$ cat config.mk
export PLATFORM = sky130hd
export DESIGN_NAME = seq_gen
export DESIGN_NICKNAME = d
export VERILOG_FILES = /design/src/rtl/seq_gen.sv
export SDC_FILE = /design/constraint.sdc
export NUM_CORES = 1
export LEC_CHECK = 0
export CAP_MARGIN = 20
export CORE_MARGIN = 5
export CORE_UTILIZATION = 40
export CTS_CLUSTER_SIZE = 10
export DETAILED_ROUTE_END_ITERATION = 16
export DONT_BUFFER_PORTS = 1
export GPL_TIMING_DRIVEN = 0
export HOLD_SLACK_MARGIN = 0.12
export PLACE_DENSITY = 0.51
export SETUP_SLACK_MARGIN = 0.1
export SLEW_MARGIN = 40
export SYNTH_ARGS = -nofsm -noshare
export SYNTH_HDL_FRONTEND = slang
export SYNTH_SLANG_ARGS = --single-unit
$ cat constraint.sdc
create_clock -name clk -period 2.4 [get_ports clk]
set_clock_uncertainty 0.15 [all_clocks]
set_input_delay 0.36 -clock clk [delete_from_list [all_inputs] [get_ports clk]]
set_output_delay 0.36 -clock clk [all_outputs]
set_load 0.01 [all_outputs]
$ cat src/rtl/seq_gen.sv
// seq_gen: serial bit-sequence transmitter; takes parallel words over valid/ready and shifts them out MSB-first
// Ports:
//   clk        rising-edge clock
//   rst        asynchronous active-low reset
//   dataIn     parallel word to transmit (sampled only on an accepting edge)
//   dataValid  dataIn is valid
//   dataReady  word is accepted this cycle if dataValid is high
//   seqOut     registered serial bit, MSB first; IDLE_BIT when not valid
//   seqValid   registered qualifier: seqOut carries a data bit
//   busy       transmitter is not idle
//   wordDone   high while the last bit of a word is on seqOut
module seq_gen #(
   parameter int   DATA_W   = 4,
   parameter int   GAP_CYC  = 0,
   parameter logic IDLE_BIT = 1'b0
) (
   input  logic              clk,
   input  logic              rst,
   input  logic [DATA_W-1:0] dataIn,
   input  logic              dataValid,
   output logic              dataReady,
   output logic              seqOut,
   output logic              seqValid,
   output logic              busy,
   output logic              wordDone
);
   localparam int BW = $clog2(DATA_W);
   typedef enum logic [1:0] {IDLE = 2'd0, SEND = 2'd1, GAP = 2'd2} state_t;
   state_t            state_q, state_d;
   logic [DATA_W-1:0] shift_q, shift_d;
   logic [BW-1:0]     bit_cnt_q, bit_cnt_d;
   logic [7:0]        gap_cnt_q, gap_cnt_d;
   logic              seq_out_q, seq_out_d;
   logic              seq_valid_q, seq_valid_d;
   logic              accept;
   // ready never depends on dataValid, so the handshake has no combinational loop
   assign dataReady = (state_q == IDLE) ||
                      (state_q == SEND && bit_cnt_q == '0 && GAP_CYC == 0) ||
                      (state_q == GAP && gap_cnt_q == 8'd0);
   assign accept    = dataValid && dataReady;
   assign busy      = state_q != IDLE;
   assign wordDone  = state_q == SEND && bit_cnt_q == '0;
   assign seqOut    = seq_out_q;
   assign seqValid  = seq_valid_q;
   always_comb begin
      state_d   = state_q;
      shift_d   = shift_q;
      bit_cnt_d = bit_cnt_q;
      gap_cnt_d = gap_cnt_q;
      case (state_q)
         IDLE: if (accept) begin
            shift_d   = dataIn;
            bit_cnt_d = BW'(DATA_W - 1);
            state_d   = SEND;
         end
         SEND: begin
            shift_d = shift_q << 1;
            if (bit_cnt_q != '0) bit_cnt_d = bit_cnt_q - 1'b1;
            else if (GAP_CYC != 0) begin
               gap_cnt_d = 8'(GAP_CYC - 1);
               state_d   = GAP;
            end else if (accept) begin
               shift_d   = dataIn;
               bit_cnt_d = BW'(DATA_W - 1);
            end else state_d = IDLE;
         end
         GAP: begin
            if (gap_cnt_q != 8'd0) gap_cnt_d = gap_cnt_q - 8'd1;
            else if (accept) begin
               shift_d   = dataIn;
               bit_cnt_d = BW'(DATA_W - 1);
               state_d   = SEND;
            end else state_d = IDLE;
         end
         default: state_d = IDLE;
      endcase
      // outputs are computed from the next state so the registered bit lines up with the shifter
      seq_valid_d = state_d == SEND;
      seq_out_d   = (state_d == SEND) ? shift_d[DATA_W-1] : IDLE_BIT;
   end
   always_ff @(posedge clk or negedge rst) begin
      if (!rst) begin
         state_q     <= IDLE;
         shift_q     <= '0;
         bit_cnt_q   <= '0;
         gap_cnt_q   <= 8'd0;
         seq_out_q   <= IDLE_BIT;
         seq_valid_q <= 1'b0;
      end else begin
         state_q     <= state_d;
         shift_q     <= shift_d;
         bit_cnt_q   <= bit_cnt_d;
         gap_cnt_q   <= gap_cnt_d;
         seq_out_q   <= seq_out_d;
         seq_valid_q <= seq_valid_d;
      end
   end
endmodule

Word level (Yosys, flattened, before mapping)
Cells that the tools add are included.
Storage, ports and cells
  register bits: 18
  output and inout bits: 5
  logic and storage cells: 43
Operators by class
  reduce and logical (&&, ||, !) cells: 14
  mux-type cells: 16
  $add $sub $neg: 2
  equal/unequal tests: 4
Operators by type and width (count)
  4-bit 2-to-1 mux: 4
  2-bit 2-to-1 mux: 7
  2-bit one-hot mux with 3 select lines: 2
  4-bit one-hot mux with 3 select lines: 1
  8-bit zero test: 1
  8-bit nonzero test: 1
  8-bit by 1-bit subtractor with 8-bit output (second input constant): 1
  2-bit by 1-bit == test with 1-bit output (second input constant): 2
  2-bit zero test: 2
  2-bit AND reduction: 2
  2-bit nonzero test: 2
  1-bit logical AND: 3
  3-bit nonzero test: 1
  2-bit == test (second input constant): 1
  1-bit logical OR: 2
  1-bit 2-to-1 mux: 2
  2-bit inequality test (second input constant): 1
  2-bit by 1-bit subtractor with 2-bit output (second input constant): 1

Logic depth before layout (Yosys ltp)
Gate-level depths: netlist of run 1.
  depth in word-level cells: 10
  mapped depth: 6
  gate-level depth less buffers: 6

Worst setup path before layout of run 1
Ideal clock, no wire load.
  path type: register to output
  from: register gap_cnt_q[3]
  to: output dataReady
  buffers on the path: 0
  data arrival time: 1.602 ns
  data required time: 1.890 ns
  cell stages (with the launch flop): 4
  path slack: 0.288 ns
  cells stage by stage: dfrtp_1 or4_4 o41ai_4 and2_2
Between the ends
  cells in the longest elaborated chain, start to end: 3
Ends and longest elaborated chain
  start, declared: RTL line 32  | logic [7:0] gap_cnt_q, gap_cnt_d;
  start signal, assigned: RTL line 93  | gap_cnt_q <= gap_cnt_d;
  8-bit zero test: RTL line 39  | (state_q == GAP && gap_cnt_q == 8'd0);
  1-bit logical AND: RTL line 39
  1-bit logical OR: RTL line 38  | (state_q == SEND && bit_cnt_q == '0 && GAP_CYC == 0) ||
  end, declared: RTL line 21  | output logic dataReady,
No other way between the ends.

Worst setup path in the final report of run 1
  from: register gap_cnt_q[5]
  to: output dataReady
Same word-level chain as after synthesis.

==> qor.yml, run 1 <==
run_status:
  outcome: "complete, no violations"
clock_tree:
  cts_root_buffer: "clkbuf_4"
  path_clk_slew_ns: 0.11
  cts_max_path_buffers: 2
  clk_latency_ns: 0.29
  clock-sinks: 18
  cts_tree: "done"
  cts_max_level: 1
  numCtsBuffers: 3
synth:
  yosysSeqAreaShare: 0.456
  ys.flop_type: "dfrtp_1"
  synthArstFlopShare: 1.00
  synth_top_area_frac: 0.456
  synth-seq-cells: 18
  synth_fp_nets: 106
  netlist_top_cells_area: "dfrtp_1 (46%), xnor2_1 (5.3%), a21oi_1 (5.1%)"
  synth_warnings: 0
  yosysUniqueCellTypes: 34
  netlist_instances: 98
  synth_top_area_cell: "dfrtp_1"
  syn_avg_cell_area_um2: 10.1
  netlist_area_um2: 988
  synth-edff-count: 0
pwr:
  pwr-share-clk: 0.202
  internal_power_uw: 608
  p_comb_frac: 0.323
  power_density_nw_per_um2: 801
  power_leakage_uw: 0.000454
  ir_drop_uv: 596
  sw_frac_of_total: 0.345
  seqPwrFrac: 0.475
  p_sw_uw: 321
timing:
  tightest_slew_ns: 0.627
  fin_crit_sh: 0.942
  slew-limit-headroom: 0.577
  post-route-min-period_ns: 2.26
  tns_ns: 0
  finalHoldViolCount: 0
  max_freq_ghz: 0.442
  fin_ws_ns: 0.138
  setup_viol: 0
  drv_slew: 0
  rsz0062_at_grt: "true"
floorplan:
  die-height_um: 59.7
  die_area_um2: 3570
  io_pins: 12
  row_count: 18
  die_w_um: 59.7
  initial_core_util: 0.410
  core_area_um2: 2410
run:
  cap_violations: 0
finish:
  num_antenna_cells: 0
  syn_to_final_growth_pct: 17.3
  layout-drive-gt1-share: 0.170
  finalNetCount: 121
  seq_area_um2: 453
  multi_input_area_um2: 526
  fillers: 228
worst_hold_path:
  worstHoldPathType: "in2reg"
global_routing:
  grt_pass1_vias: 739
  grtUsageTotal: 0.129
  overflow: 0
  antenna_found_initial: 0
  grt_pass1_wl_um: 3480
  grt_max_degree: 19
detailed_routing:
  vias: 796
  drt.antenna.violating_nets: 0
  post-route-drc-count: 0
  via_per_inst: 5.61
  dr.pass1.iters: 4
  drt_iter0_markers: 28
  wire_per_inst_um: 14.7
  wirelength_um: 2080
worst_setup_path:
  crit_arrival_ns: 1.75
  crit_type: "reg2out"
  cp.required_ns: 1.89
  cp-start-kind: "flip-flop"
  crit_fanout: 4
  end_kind: "primary output"
placement:
  numPortBuffers: 0
  gp_congestion: 0.788
  dp_hpwl_um: 1420
  dp_slack_ns: 0.166
timing repair:
action	CTS	global route
pin swaps	1	0
gates resized for setup	1	3
setup buffers	2	2
endpoints found under the hold margin	22	18
setup endpoints to repair	1	1
hold buffers	5	1
synthesized netlist by cell type (all sizes together) (2+ instances only):
master	number
a21oi	11
a32oi	2
clkbuf	3
dfrtp	18
inv	3
nand2	6
nand2b	4
nand3	3
nand4b	2
nor2	4
nor2b	3
nor3	4
nor3b	4
nor4	3
o211ai	3
o21a	2
o21bai	2
o31ai	2
xnor2	6
path summary, 6_finish.rpt:
path / cells past startpoint / from / end / slack [ns]
min: 2 / dataIn[2] / shift_q[2]$_DFFE_PN0P_ / 0.17
min in group asynchronous: 2 / rst / bit_cnt_q[0]$_DFFE_PN0P_ / 0.37
max reg2reg: 4 / gap_cnt_q[5]$_DFFE_PN0P_ / seqOut$_DFF_PN0_ / 0.54
max: 3 / gap_cnt_q[5]$_DFFE_PN0P_ / dataReady / 0.14
max in group asynchronous: 2 / rst / gap_cnt_q[5]$_DFFE_PN0P_ / 1.40
min reg2reg: 1 / gap_cnt_q[6]$_DFFE_PN0P_ / gap_cnt_q[6]$_DFFE_PN0P_ / 0.38
critical path, cell delays in order, from the launching register on:
cell	delay, ns
dfrtp_2	0.44
or4_4	0.56
o41ai_4	0.26
and2_4	0.21
area by class of cell:
cell class	instances	share of cell area
multi-input cells	74	0.453
repair buffers	10	0.0734
inverters	3	0.00971
plain buffers	3	0.00971
clock buffers	4	0.0313
well taps	30	0.0324
flip-flops and latches	18	0.391
layer usage:
metal | up-vias | track usage | wire length [um]
met3 | 5 | 0.0367 | 93
met2 | 14 | 0.194 | 978
met5 | - | 0 | 0
met1 | 389 | 0.179 | 978
met4 | 0 | 0.0380 | 31
li1 | 388 | - | -
registers in the layout, summed over array words and instances (netlist names):
signal / cells
shift_q: 4
gap_cnt_q: 8
seqOut: 1
state_q: 2
bit_cnt_q: 2
seqValid: 1
power by group through the flow:
stage,combinational [uW],sequential [uW],clock (uW)
final,300,441,187
after global routing,339,455,210
after CTS,300,441,197
after detailed placement,278,447,0
after global placement,277,447,0
after floorplan,238,430,0
metrics by stage:
step / util / instances / area [um^2] / hold slack (ns) / total power [uW]
6_report: 0.481 / 142 / 1160 / 0.165 / 929
4_1_cts: 0.468 / 139 / 1130 / 0.152 / 938
3_3_place_gp: 0.426 / 128 / 1030 / -0.0849 / 724
2_1_floorplan: - / 98 / 988 / -0.0856 / 668
5_1_grt: 0.481 / 142 / 1160 / 0.188 / 1000
3_5_place_dp: 0.426 / 128 / 1030 / -0.0849 / 725
placed cells by master (no fill, tap or decap), drive strengths merged, types with 2 or more instances in the layout:
master | synthesis | layout
dfrtp | 18 | 18
a21oi | 11 | 11
clkbuf | 3 | 7
nand2 | 6 | 6
xnor2 | 6 | 6
dlygate4sd3 | 0 | 5
buf | 0 | 5
nor3b | 4 | 4
nor2 | 4 | 4
nand2b | 4 | 4
nor3 | 4 | 4
nand3 | 3 | 3
nor2b | 3 | 3
inv | 3 | 3
o211ai | 3 | 3
nor4 | 3 | 3
o21a | 2 | 2
o21bai | 2 | 2
o31ai | 2 | 2
nand4b | 2 | 2
a32oi | 2 | 2
cell families (layout without fill, tap and decap cells):
logic type | after synthesis | after routing | share of synthesized area
simple gates | 38 | 38 | 0.237
compound gates | 27 | 27 | 0.200
flops | 18 | 18 | 0.456
xor+xnor | 7 | 7 | 0.0620
buf+inv | 6 | 20 | 0.0228
fa+ha+maj | 1 | 1 | 0.0127
mux | 1 | 1 | 0.0101
(Power assumes the default switching activity.)
==> run 2: changes to the inputs <==
--- a/config.mk
+++ b/config.mk
@@ -5,6 +5,7 @@
 export SDC_FILE = /design/constraint.sdc
 export NUM_CORES = 1
 export LEC_CHECK = 0
+export ABC_AREA = 1
 export CAP_MARGIN = 20
 export CORE_MARGIN = 5
 export CORE_UTILIZATION = 40
==> qor.yml, run 2 <==
run_status:
  outcome: "complete, no violations"
finish:
  finalNetCount: 142
  reg_top3: "gap_cnt_q x8, shift_q x4"
  layout_common_cells: "nand2_1 (27), inv_1 (19), dfrtp_1 (18), nand3_1 (9), xor2_1 (7)"
  mostFrequentLayoutCell: "nand2_1"
  syn_to_final_growth_pct: 11.7
  largest_register: "gap_cnt_q"
  layout-drive-gt1-share: 0.218
  instances_no_fill: 163
  num_antenna_cells: 0
  largest_register_ffs: 8
worst_setup_path:
  path_depth: 6
  path_cells: "inv_1 > ha_1 > inv_1 > nor2_1 > nand3_2 > nand2_4"
  timing.rr.end: "shift_q[2]$_DFFE_PN0P_"
  crit_arrival_ns: 1.37
  cp-start-kind: "flip-flop"
  endpoint: "dataReady"
  critical_path.max_stage_delay_ns: 0.37
  slowest_stage: "dfrtp_1"
  rr_worst_depth: 12
  path_buf_inv: 2
  end_kind: "primary output"
  crit-reg2reg-launch: "gap_cnt_q[0]$_DFFE_PN0P_"
  r2r_setup_slack_ns: 0.58
  crit_fanout: 5
  cp.required_ns: 1.89
  cp_top_family: "simple AND/OR/NAND/NOR gates"
  path_common_cell: "inv_1"
  crit_type: "reg2out"
  startpoint: "gap_cnt_q[0]$_DFFE_PN0P_"
timing:
  slew-limit-headroom: 0.734
  drv_slew: 0
  setup_viol: 0
  post-route-min-period_ns: 1.88
  fin_crit_sh: 0.781
  max_freq_ghz: 0.533
  tns_ns: 0
  rsz0062_at_grt: "false"
  finalHoldViolCount: 0
  tightest_slew_ns: 0.399
pwr:
  ir_drop_uv: 663
  sw_frac_of_total: 0.419
  power_density_nw_per_um2: 1010
  seqPwrFrac: 0.377
  power_leakage_uw: 0.000618
  internal_power_uw: 663
  p_sw_uw: 478
  p_comb_frac: 0.455
  pwr-share-clk: 0.167
synth:
  yosysSeqAreaShare: 0.445
  ys.flop_type: "dfrtp_1"
  synthArstFlopShare: 1.00
  netlist_top_cells_area: "dfrtp_1 (44%), nand2_1 (10%), inv_1 (7.0%)"
  netlist_area_um2: 1010
  netlist_instances: 124
  synth_fp_nets: 132
  synth.most_common_cell: "nand2_1"
  synth-seq-cells: 18
  synth_commonest_cells: "nand2_1 (27), inv_1 (19), dfrtp_1 (18)"
  synth_top_area_frac: 0.445
  syn_avg_cell_area_um2: 8.16
  synth_top_area_cell: "dfrtp_1"
  yosysUniqueCellTypes: 24
  synth-edff-count: 0
  synth_warnings: 0
detailed_routing:
  dr.pass1.iters: 4
  via_per_inst: 4.59
  drt.antenna.violating_nets: 0
  wirelength_um: 1840
  vias: 748
  drt_iter0_markers: 32
  wire_per_inst_um: 11.3
  post-route-drc-count: 0
floorplan:
  core_area_um2: 2450
  row_count: 18
  initial_core_util: 0.412
  io_pins: 12
  die-height_um: 60.3
  die_area_um2: 3640
  die_w_um: 60.3
clock_tree:
  cts_tree: "done"
  cts_max_level: 1
  cts_hold_buf: 4
  cts_setup_buffers: 0
  numCtsBuffers: 3
  clock-sinks: 18
  post_cts_resized: 0
  clk_latency_ns: 0.30
  cts_root_buffer: "clkbuf_4"
  path_clk_slew_ns: 0.11
  cts_max_path_buffers: 2
run:
  cap_violations: 0
global_routing:
  grt_pass1_vias: 763
  grt_pass1_wl_um: 3260
  grtUsageTotal: 0.122
  antenna_found_initial: 0
  grt_max_degree: 19
  overflow: 0
placement:
  dp_hpwl_um: 1430
  numPortBuffers: 0
  place_inst: 154
  gp_congestion: 0.779
worst_hold_path:
  worstHoldPathType: "in2reg"
[run 2: cell count changes after synthesis, moves of 6 or more]
cell	change
xor2_1	+6
xnor2_1	-6
nand2_2	+6
inv_1	+16
inv_2	+6
nand2_1	+21
a21oi_1	-7
nand3_1	+6
[run 2: metal layers]
metal / track usage / part of all wire
met3: 0.0302 / 0.050
met2: 0.184 / 0.46
met1: 0.168 / 0.48
met4: 0.0475 / 0.0098
met5: 0 / 0
[run 2: power by group through the flow]
stage / clock (uW) / combinational (uW) / sequential [uW]
after detailed placement: 0 / 517 / 439
after CTS: 199 / 531 / 433
after global placement: 0 / 507 / 439
final: 191 / 520 / 431
after global routing: 213 / 619 / 439
after floorplan: 0 / 432 / 427
[run 2: layout make-up]
type | instances | area [um^2]
fill | 256 | 1320
multi-input combinational | 80 | 457
sequential | 18 | 450
inverter | 25 | 93.8
timing repair buffer | 5 | 45.0
tap | 30 | 37.5
clock buffer | 4 | 36.3
buffer | 1 | 11.3
[run 2: worst min-delay path: stages]
cell and delay, ns:
o21ai_1 0.05, nand2_1 0.05, nand2_1 0.04, nand3_1 0.06
[run 2: through the flow]
step | power (uW) | setup slack (ns) | utilization | cell area [um^2] | hold slack (ns)
final | 1140 | 0.525 | 0.461 | 1130 | 0.138
after CTS | 1160 | 0.500 | 0.459 | 1130 | 0.130
after global routing | 1270 | 0.318 | 0.461 | 1130 | 0.172
after floorplan | 860 | 0.709 | - | 1010 | -0.0856
after detailed placement | 956 | 0.554 | 0.428 | 1050 | -0.0850
after global placement | 946 | 0.583 | 0.428 | 1050 | -0.0850
[run 2: how the worst min path moves through the flow]
stage	slack, ns	from	end	cells after the start
2_1_floorplan	-0.09	rst	bit_cnt_q[0]$_DFFE_PN0P_	0
3_3_place_gp	-0.08	rst	gap_cnt_q[7]$_DFFE_PN0P_	0
3_5_place_dp	-0.09	rst	gap_cnt_q[7]$_DFFE_PN0P_	0
4_1_cts	0.13	dataIn[1]	shift_q[1]$_DFFE_PN0P_	4
5_1_grt	0.17	dataIn[1]	shift_q[1]$_DFFE_PN0P_	4
6_report	0.14	dataIn[1]	shift_q[1]$_DFFE_PN0P_	4
[run 2: cell families (layout without fill, tap and decap cells)]
logic type               Yosys count  in the layout  synth area share
flip-flops                        18             18             0.445
AND/OR/NAND/NOR                   58             58             0.293
XOR/XNOR                           7              7            0.0606
adder cells (fa/ha/maj)            1              1            0.0124
AO/OA/AOI/OAI                     14             14            0.0853
buffers and inverters             26             35             0.104
==> run 3: changes to the inputs <==
==> constraint.sdc (replaced) <==
create_clock -name clk -period 1.96 [get_ports clk]
set_clock_uncertainty 0.15 [all_clocks]
set_input_delay 0.294 -clock clk [delete_from_list [all_inputs] [get_ports clk]]
set_output_delay 0.294 -clock clk [all_outputs]
set_load 0.01 [all_outputs]
==> qor.yml, run 3 (same netlist as run 2, synthesis figures left out) <==
detailed_routing:
  wire_per_inst_um: 11.9
  dr.pass1.iters: 4
  vias: 758
  drt_iter0_markers: 26
  drt.antenna.violating_nets: 0
  wirelength_um: 1970
  post-route-drc-count: 0
  via_per_inst: 4.59
floorplan:
  core_area_um2: 2450
  die_w_um: 60.3
  die_area_um2: 3640
  initial_core_util: 0.412
  row_count: 18
  io_pins: 12
  die-height_um: 60.3
finish:
  finalNetCount: 144
  syn_to_final_growth_pct: 18.7
  fillers: 248
  reg_top3: "gap_cnt_q x8, shift_q x4"
  final_core_utilization: 0.489
  largest_register: "gap_cnt_q"
  seq_area_um2: 450
  largest_register_ffs: 8
  multi_input_area_um2: 512
  layout-drive-gt1-share: 0.311
  mostFrequentLayoutCell: "nand2_1"
  num_antenna_cells: 0
  layout_common_cells: "nand2_1 (25), dfrtp_1 (18), inv_1 (16), inv_2 (9), nand3_1 (8)"
clock_tree:
  clk_latency_ns: 0.30
  numCtsBuffers: 3
  path_clk_slew_ns: 0.12
  cts_root_buffer: "clkbuf_4"
  cts_tree: "done"
  cts_max_path_buffers: 2
  clock-sinks: 18
  cts_max_level: 1
worst_setup_path:
  cp-start-kind: "flip-flop"
  critical_path.max_stage_delay_ns: 0.43
  path_cells: "inv_2 > nand2_2 > nor2_4 > nor2_2 > nand2_4 > nand2_4 > buf_4 > o211ai_1 > nand3_2"
  path_common_cell: "nand2_4"
  end_kind: "flip-flop"
  slowest_stage: "dfrtp_1"
  crit_arrival_ns: 1.78
  crit_fanout: 5
  crit_type: "reg2reg"
  cp.required_ns: 2.00
pwr:
  power_density_nw_per_um2: 1220
  power_leakage_uw: 0.000658
  ir_drop_uv: 837
timing:
  fin_crit_sh: 0.884
  tns_ns: 0
  max_freq_ghz: 0.577
  post-route-min-period_ns: 1.73
  tightest_slew_ns: 0.398
  finalHoldViolCount: 0
  slew-limit-headroom: 0.735
  rsz0062_at_grt: "false"
  drv_slew: 0
  setup_viol: 0
run:
  cap_violations: 0
placement:
  numPortBuffers: 0
  gp_congestion: 0.779
  dp_hpwl_um: 1430
global_routing:
  grt_pass1_wl_um: 3260
  overflow: 0
  grt_pass1_vias: 763
  antenna_found_initial: 0
  grtUsageTotal: 0.122
  grt_max_degree: 19
worst_hold_path:
  worstHoldPathType: "in2reg"
run_status:
  outcome: "complete, no violations"
## run 3: cell types whose count changed in the layout (fill, tap and decap cells not counted)
cell,previous run,this run
ha_4,0,1
buf_4,0,2
nand2_4,1,3
inv_2,6,9
ha_1,1,0
inv_1,19,16
nand3_2,3,4
o21ai_2,0,2
nor2_1,5,3
nor2_4,1,3
nand3_1,9,8
o21ai_1,3,1
nand2_1,27,25
## run 3: power breakdown
group / leakage, uW / internal, uW / switching [uW]
Combinational: 0.000402 / 256 / 441
Clock: 0.0000210 / 113 / 124
Sequential: 0.000235 / 466 / 63.9
Total: 0.000658 / 835 / 629
## run 3: cell type report
class,count,share of cell area
Tap cell,30,0.0313
Sequential cell,18,0.375
Multi-Input combinational cell,80,0.426
Inverter,25,0.0781
Timing Repair Buffer,7,0.0500
Clock buffer,4,0.0302
Buffer,1,0.00938
## run 3: stage by stage
| stage | instance area (um^2) | worst slack (ns) | power [uW] | cells | hold WS (ns) |
|---|---|---|---|---|---|
| detailed placement | 1050 | 0.114 | 1170 | 154 | -0.151 |
| global placement | 1050 | 0.143 | 1160 | 154 | -0.151 |
| floorplan | 1010 | 0.269 | 1050 | 124 | -0.152 |
| CTS | 1130 | 0.106 | 1430 | 162 | 0.149 |
| global route | 1200 | 0.105 | 1610 | 165 | 0.157 |
| finish | 1200 | 0.227 | 1460 | 165 | 0.137 |
## run 3: what timing repair did
action,CTS,global route
setup endpoints to repair,0,10
resized for setup,0,17
endpoints found under the hold margin,21,18
setup buffers,0,1
hold buffers,4,1
## run 3: routing by layer
| layer | global-route usage | part of all wire | vias up |
|---|---|---|---|
| met2 | 0.184 | 0.46 | 9 |
| met1 | 0.168 | 0.48 | 342 |
| li1 | - | - | 405 |
| met4 | 0.0475 | 0.0097 | 0 |
| met3 | 0.0302 | 0.046 | 2 |
| met5 | 0 | 0 | - |
## run 3: path summary, 6_finish.rpt
kind | slack (ns) | end | startpoint | depth (start not counted)
max in group asynchronous | 1.08 | gap_cnt_q[0]$_DFFE_PN0P_ | rst | 2
worst max register to register | 0.23 | shift_q[2]$_DFFE_PN0P_ | state_q[1]$_DFF_PN0_ | 9
min in group asynchronous | 0.29 | shift_q[1]$_DFFE_PN0P_ | rst | 2
worst min register to register | 0.33 | gap_cnt_q[7]$_DFFE_PN0P_ | gap_cnt_q[7]$_DFFE_PN0P_ | 1
worst max-delay path | 0.23 | shift_q[2]$_DFFE_PN0P_ | state_q[1]$_DFF_PN0_ | 9
worst min-delay path | 0.14 | shift_q[2]$_DFFE_PN0P_ | dataValid | 4
## run 3: critical path: cells and delay by family (launching register included)
kind | cells | cell delay (ns)
AOI/OAI and AO/OA | 1 | 0.19
and+or+nand+nor | 6 | 0.59
DFF | 1 | 0.43
buffers and inverters | 2 | 0.25
